File: config.mk
export PLATFORM = sky130hd
export DESIGN_NAME = lsu_ctrl
export DESIGN_NICKNAME = d
export VERILOG_FILES = /design/src/rtl/lsu_ctrl.sv
export SDC_FILE = /design/constraint.sdc
export NUM_CORES = 1
export LEC_CHECK = 0
export ABC_AREA = 1
export ABC_CLOCK_PERIOD_IN_PS = 6000
export BUFFER_PORTS_ARGS = -buffer_cell sky130_fd_sc_hd__buf_2
export CAP_MARGIN = 20
export CORE_AREA = 2 2 162 164
export DETAILED_ROUTE_END_ITERATION = 10
export DIE_AREA = 0 0 164 166
export GPL_ROUTABILITY_DRIVEN = 0
export PLACE_DENSITY = 0.69
export SYNTH_ARGS = -nofsm -noshare
export SYNTH_HDL_FRONTEND = slang
export SYNTH_SLANG_ARGS = --single-unit
File: constraint.sdc
create_clock -name clk -period 6 [get_ports clk]
set_clock_uncertainty 0.2 [all_clocks]
set_input_delay 0.3 -clock clk [delete_from_list [all_inputs] [get_ports clk]]
set_output_delay 0.3 -clock clk [all_outputs]
set_load 0.01 [all_outputs]
File: src/rtl/lsu_ctrl.sv
// -----------------------------------------------------------------------------
// lsu_ctrl
//   Memory-stage controller that sits directly in front of the load/store unit.
//   It takes one decoded op at a time from EX and checks the op's alignment.
//   Aligned loads and stores are handed to the lsu through its read and write
//   handshakes. Non-memory ops and misaligned accesses go straight to the result
//   stage. Exactly one result per op is presented to WB. At most one op is in
//   flight at any time.
//
//   Parameter
//     TIMEOUT      cycles to wait for an lsu acknowledge before the op is
//                  aborted with out_fault=1; 0 waits forever
//
//   Ports
//     clk, rst     clock and synchronous active-low reset
//     in_*         op from EX (valid/ready handshake, decoded fields)
//     funct3       width code of the op in flight, to the lsu
//     lsu_addr     byte address of the op in flight, to the lsu
//     lsu_r_*      read request / read data-valid handshake with the lsu
//     lsu_w_*      write request / write-accepted handshake with the lsu
//     out_*        result to WB (valid/ready handshake, data, rd, flags)
// -----------------------------------------------------------------------------
module lsu_ctrl #(
    parameter int unsigned TIMEOUT = 32'd255
) (
    input  logic        clk,
    input  logic        rst,
    input  logic        in_valid,
    output logic        in_ready,
    input  logic        in_is_load,
    input  logic        in_is_store,
    input  logic [2:0]  in_funct3,
    input  logic [31:0] in_addr,
    input  logic [63:0] in_wdata,
    input  logic [63:0] in_alu_res,
    input  logic [4:0]  in_rd,
    output logic [2:0]  funct3,
    output logic [31:0] lsu_addr,
    output logic        lsu_r_ready,
    input  logic        lsu_r_valid,
    input  logic [63:0] lsu_r_data,
    output logic        lsu_w_valid,
    output logic [63:0] lsu_w_data,
    input  logic        lsu_w_ready,
    output logic        out_valid,
    input  logic        out_ready,
    output logic [63:0] out_data,
    output logic [4:0]  out_rd,
    output logic        out_wen,
    output logic        out_misalign,
    output logic        out_fault
);

    localparam int unsigned CW = (TIMEOUT > 32'd1) ? $clog2(TIMEOUT + 32'd1) : 32'd1;

    typedef enum logic [1:0] {
        ST_IDLE = 2'd0,
        ST_RD   = 2'd1,
        ST_WR   = 2'd2,
        ST_RESP = 2'd3
    } state_t;

    // Natural alignment check: the low address bits must be zero for the
    // access width (byte, half, word, double), selected by funct3[1:0].
    function automatic logic misaligned(input logic [2:0] f3, input logic [2:0] a);
        logic bad;
        case (f3[1:0])
            2'd0:    bad = 1'b0;
            2'd1:    bad = a[0];
            2'd2:    bad = |a[1:0];
            2'd3:    bad = |a[2:0];
            default: bad = 1'b0;
        endcase
        return bad;
    endfunction

    state_t        state_r, state_nx;
    logic [CW-1:0] cnt_r, cnt_nx;
    logic [2:0]    funct3_r, funct3_nx;
    logic [31:0]   addr_r, addr_nx;
    logic [63:0]   wdata_r, wdata_nx;
    logic [4:0]    rd_r, rd_nx;
    logic          r_ready_r, r_ready_nx;
    logic          w_valid_r, w_valid_nx;
    logic          out_valid_r, out_valid_nx;
    logic [63:0]   out_data_r, out_data_nx;
    logic [4:0]    out_rd_r, out_rd_nx;
    logic          out_wen_r, out_wen_nx;
    logic          out_misalign_r, out_misalign_nx;
    logic          out_fault_r, out_fault_nx;

    logic          in_ready_s;
    logic          accept_s;
    logic          misalign_s;
    logic          timeout_hit_s;

    assign in_ready_s    = (state_r == ST_IDLE) | ((state_r == ST_RESP) & out_ready);
    assign accept_s      = in_valid & in_ready_s;
    assign misalign_s    = misaligned(in_funct3, in_addr[2:0]);
    assign timeout_hit_s = (TIMEOUT != 32'd0) && (cnt_r == CW'(TIMEOUT));

    assign in_ready     = in_ready_s;
    assign funct3       = funct3_r;
    assign lsu_addr     = addr_r;
    assign lsu_w_data   = wdata_r;
    assign lsu_r_ready  = r_ready_r;
    assign lsu_w_valid  = w_valid_r;
    assign out_valid    = out_valid_r;
    assign out_data     = out_data_r;
    assign out_rd       = out_rd_r;
    assign out_wen      = out_wen_r;
    assign out_misalign = out_misalign_r;
    assign out_fault    = out_fault_r;

    // Next-state, op-register and result computation.
    always_comb begin
        state_nx        = state_r;
        cnt_nx          = cnt_r;
        funct3_nx       = funct3_r;
        addr_nx         = addr_r;
        wdata_nx        = wdata_r;
        rd_nx           = rd_r;
        out_valid_nx    = out_valid_r;
        out_data_nx     = out_data_r;
        out_rd_nx       = out_rd_r;
        out_wen_nx      = out_wen_r;
        out_misalign_nx = out_misalign_r;
        out_fault_nx    = out_fault_r;

        case (state_r)
            ST_IDLE: begin
                state_nx = ST_IDLE;
            end
            ST_RD: begin
                // An ack on the expiry cycle still completes the load.
                if (lsu_r_valid) begin
                    state_nx     = ST_RESP;
                    out_valid_nx = 1'b1;
                    out_data_nx  = lsu_r_data;
                    out_rd_nx    = rd_r;
                    out_wen_nx   = (rd_r != 5'd0);
                end else if (timeout_hit_s) begin
                    state_nx     = ST_RESP;
                    out_valid_nx = 1'b1;
                    out_data_nx  = 64'd0;
                    out_rd_nx    = rd_r;
                    out_wen_nx   = 1'b0;
                    out_fault_nx = 1'b1;
                end else if (TIMEOUT != 32'd0) begin
                    cnt_nx = cnt_r + CW'(1'b1);
                end else begin
                    cnt_nx = cnt_r;
                end
            end
            ST_WR: begin
                if (lsu_w_ready) begin
                    state_nx     = ST_RESP;
                    out_valid_nx = 1'b1;
                    out_data_nx  = 64'd0;
                    out_rd_nx    = rd_r;
                    out_wen_nx   = 1'b0;
                end else if (timeout_hit_s) begin
                    state_nx     = ST_RESP;
                    out_valid_nx = 1'b1;
                    out_data_nx  = 64'd0;
                    out_rd_nx    = rd_r;
                    out_wen_nx   = 1'b0;
                    out_fault_nx = 1'b1;
                end else if (TIMEOUT != 32'd0) begin
                    cnt_nx = cnt_r + CW'(1'b1);
                end else begin
                    cnt_nx = cnt_r;
                end
            end
            ST_RESP: begin
                // Result taken: return to an all-zero idle unless a new op is
                // accepted below in the same cycle.
                if (out_ready) begin
                    state_nx        = ST_IDLE;
                    funct3_nx       = 3'd0;
                    addr_nx         = 32'd0;
                    wdata_nx        = 64'd0;
                    rd_nx           = 5'd0;
                    out_valid_nx    = 1'b0;
                    out_data_nx     = 64'd0;
                    out_rd_nx       = 5'd0;
                    out_wen_nx      = 1'b0;
                    out_misalign_nx = 1'b0;
                    out_fault_nx    = 1'b0;
                end else begin
                    state_nx = ST_RESP;
                end
            end
            default: begin
                state_nx = ST_IDLE;
            end
        endcase

        // Accepting an op (from IDLE, or back-to-back from RESP) overrides
        // whatever the state decode chose above.
        if (accept_s) begin
            funct3_nx       = in_funct3;
            addr_nx         = in_addr;
            wdata_nx        = in_wdata;
            rd_nx           = in_rd;
            cnt_nx          = '0;
            out_valid_nx    = 1'b0;
            out_data_nx     = 64'd0;
            out_rd_nx       = 5'd0;
            out_wen_nx      = 1'b0;
            out_misalign_nx = 1'b0;
            out_fault_nx    = 1'b0;
            if (!(in_is_load | in_is_store)) begin
                state_nx     = ST_RESP;
                out_valid_nx = 1'b1;
                out_data_nx  = in_alu_res;
                out_rd_nx    = in_rd;
                out_wen_nx   = (in_rd != 5'd0);
            end else if (misalign_s) begin
                state_nx        = ST_RESP;
                out_valid_nx    = 1'b1;
                out_rd_nx       = in_rd;
                out_misalign_nx = 1'b1;
            end else if (in_is_load) begin
                state_nx = ST_RD;
            end else begin
                state_nx = ST_WR;
            end
        end else begin
            cnt_nx = cnt_nx;
        end

        // Strobes are registered from the next state, so they drop on the
        // cycle after the ack and never repeat a completed transfer.
        r_ready_nx = (state_nx == ST_RD);
        w_valid_nx = (state_nx == ST_WR);
    end

    // State and output registers with synchronous active-low reset.
    always_ff @(posedge clk) begin
        if (!rst) begin
            state_r        <= ST_IDLE;
            cnt_r          <= '0;
            funct3_r       <= 3'd0;
            addr_r         <= 32'd0;
            wdata_r        <= 64'd0;
            rd_r           <= 5'd0;
            r_ready_r      <= 1'b0;
            w_valid_r      <= 1'b0;
            out_valid_r    <= 1'b0;
            out_data_r     <= 64'd0;
            out_rd_r       <= 5'd0;
            out_wen_r      <= 1'b0;
            out_misalign_r <= 1'b0;
            out_fault_r    <= 1'b0;
        end else begin
            state_r        <= state_nx;
            cnt_r          <= cnt_nx;
            funct3_r       <= funct3_nx;
            addr_r         <= addr_nx;
            wdata_r        <= wdata_nx;
            rd_r           <= rd_nx;
            r_ready_r      <= r_ready_nx;
            w_valid_r      <= w_valid_nx;
            out_valid_r    <= out_valid_nx;
            out_data_r     <= out_data_nx;
            out_rd_r       <= out_rd_nx;
            out_wen_r      <= out_wen_nx;
            out_misalign_r <= out_misalign_nx;
            out_fault_r    <= out_fault_nx;
        end
    end

endmodule

==> summary.md <==
| Metric | Value |
|---|---|
| Status | `finished clean` |
| Finished Core Util | `0.456` |
| DRC viols | `0` |
| Top cells by area, synth | `dfxtp_1 (49%), nand2_1 (12%), a22oi_1 (9.6%), nor2_1 (6.9%), a21oi_1 (5.5%)` |
| Crit end category | `flip-flop` |
| Worst hold path cell count | `5` |
| Crit share post-route | `0.558` |
| Via Count | `8802` |
| Crit-path max FO | `106` |
| Largest net degree at the start of global routing | `107` |
| Share of layout cells above drive strength 1 | `0.300` |
| Max-Slew Margin vs Limit | `0.231` |
| Synthesized area | `7790 um2` |
| Post-CTS resize count | `0` |
| Reg clk slew, reported paths | `0.08 ns` |
| Clock Sinks | `189` |
| Total CTS buffers | `17` |
| Width of the die | `164 um` |
| Slew of the pin with the lowest slew margin | `1.15 ns` |
| Area of the core | `25600 um2` |
| TritonRoute pass-1 iters | `5` |
| Peak supply drop | `159 uV` |
| Post-detail-place hpwl | `18000 um` |
| Ys flop type | `dfxtp_1` |
| Worst R2R Path Depth | `10` |
| EDFF count, synth | `0` |
| Routed Wire Length | `27400 um` |
| Rows | `59` |
| Post-route setup TNS | `0 ns` |
| Area Growth Syn to Fin | `49.9%` |
| Syn nets | `1298` |
| Most instantiated cells after synthesis | `nand2_1 (245), dfxtp_1 (189), nor2_1 (144), a22oi_1 (100), inv_1 (98)` |
| Post-CTS Setup Repair Bufs | `0` |
| WHS Endpoint | `out_data[11]` |
| Warnings from Yosys | `0` |
| Total global-route track usage | `0.191` |
| Setup CP Type | `flip-flop to flip-flop` |
| Fin nets | `1768` |
| Htree depth | `4` |
| Largest area contributor in the netlist | `dfxtp_1` |
| Crit start category | `flip-flop` |
| Clock buffer depth | `2` |
| Drt initial violations | `532` |
| TritonCTS clock tree | `done` |
| Syn_area_per_cell | `7.40 um2` |
| Vias in the first global route | `8100` |
| Number of synthesized register bits | `189` |
| Endpoints failing hold | `0` |
| Post-Synthesis Cells | `1052` |
| First-pass GRT wire length | `41500 um` |
| Filler cells | `2475` |
| Reg2Reg Capture Point | `lsu_w_data[31]` |
| Pwr dens | `277 nW/um2` |
| Fin area | `11700 um2` |
| WP data arrival | `3.51 ns` |
| Worst endpoint required time | `6.17 ns` |
| Maxcap violations | `0` |
| Top-area cell type share of the netlist area | `0.486` |
| Number of routed nets with antenna violations | `0` |
| Global route overflow | `0` |
| Initial antenna violation count | `3` |
| Latest clock arrival within the worst-skew pair | `0.42 ns` |
| Hold Path Class | `primary input to flip-flop` |
| FF-to-FF Start | `state_r[0]` |
| R2R Setup Slk | `2.65 ns` |
| Initial Util | `0.304` |
| Slew Viols, Final | `0` |
| Leakage | `5.72 nW` |
| Most numerous cell in the Yosys netlist | `nand2_1` |
| Post-route minimum period | `3.35 ns` |
| Wire length per cell | `14.7 um` |
| Clk root buf | `clkbuf_16` |
| Setup violators final | `0` |
| PortBufs | `414` |
| Die height | `166 um` |
| Seq/Total Area, Yosys | `0.486` |
| Asr flop ratio synth | `0` |
| Die area | `27200 um2` |
| I/O pin count | `415` |
| Drt via density | `4.70` |
| WHS | `0.0278 ns` |
| RSZ-0062 raised after global routing | `false` |
| Yosys cell types | `27` |
| CTS Hold Buffers Added | `101` |
| Fmax | `299 MHz` |
| Hold wc startpoint | `lsu_r_data[11]` |
| Cell Area, Placed | `10100 um2` |
==> layout make-up <==
cell class	instances	area, um2	area share
sequential	189	3780	0.324
multi-input combinational	693	3360	0.287
timing repair buffer	521	3130	0.268
clock buffer	18	429	0.0368
tap	335	419	0.0359
inverter	100	382	0.0327
clock inverter	14	171	0.0147
antenna	3	7.51	0.000643
==> sequential cells by signal, summed over array words and instances (netlist names), 2 cells and up <==
signal and flops:
funct3 3, out_data 64, lsu_addr 32, out_rd 5, cnt_r 8, state_r 2, rd_r 5, lsu_w_data 64
==> worst max path at each step <==
| stage | start | end |
|---|---|---|
| 2_1_floorplan | state_r[0] | out_data[10] |
| 5_1_grt | state_r[0] | lsu_w_data[31] |
| 3_3_place_gp | state_r[1] | cnt_r[3] |
| 4_1_cts | state_r[0] | lsu_w_data[17] |
| 3_5_place_dp | state_r[0] | lsu_w_data[29] |
| 6_report | state_r[0] | lsu_w_data[31] |
==> where the power goes <==
group / leakage (nW) / switching [W] / internal (W) / total [W]
sequential: 1.55 / 0.0000548 / 0.00135 / 0.00141
clock: 0.287 / 0.000578 / 0.000565 / 0.00114
combinational: 3.88 / 0.000406 / 0.000283 / 0.000689
total: 5.72 / 0.00104 / 0.00220 / 0.00324
==> metal layers <==
metal	GRT usage	wire (um)	up-vias
met4	0.0713	767	0
met3	0.0557	2220	42
met2	0.333	13600	390
met5	0	0	-
met1	0.220	10800	4003
li1	-	-	4367
==> stage by stage <==
step / total power (W) / std cells / setup WS (ns)
floorplan: 0.00180 / 1052 / 3.99
global placement: 0.00206 / 1737 / 2.85
detailed placement: 0.00207 / 1737 / 2.77
CTS: 0.00327 / 1870 / 2.73
global route: 0.00341 / 1871 / 2.39
finish: 0.00324 / 1873 / 2.65
==> critical path, stage by stage, from the launching register on <==
cell	delay [ns]
dfxtp_1	0.38
inv_1	0.10
ha_1	0.23
inv_1	0.07
nand2_1	0.08
nand2_2	0.29
clkinv_2	0.38
nor2_4	0.23
buf_4	0.82
a22oi_1	0.20
nor2_1	0.17
==> cell usage in the layout (no fill, tap or decap), types with 17 or more instances in the layout <==
master         Yosys  routed
o21ai_0           78      78
inv_1             98      98
dlygate4sd3_1      0     101
dfxtp_1          189     189
buf_2             27     414
nor2_1           144     143
nand2_1          245     244
a22oi_1          100     100
a21oi_1           86      86
clkbuf_16          0      17
==> cell families after synthesis <==
logic type,share of synthesized area
buffers and inverters,0.0867
AND/OR/NAND/NOR,0.202
AO/OA/AOI/OAI,0.214
flip-flops,0.486
XOR/XNOR,0.00225
adder cells (fa/ha/maj),0.00964
(Power assumes the default switching activity.)
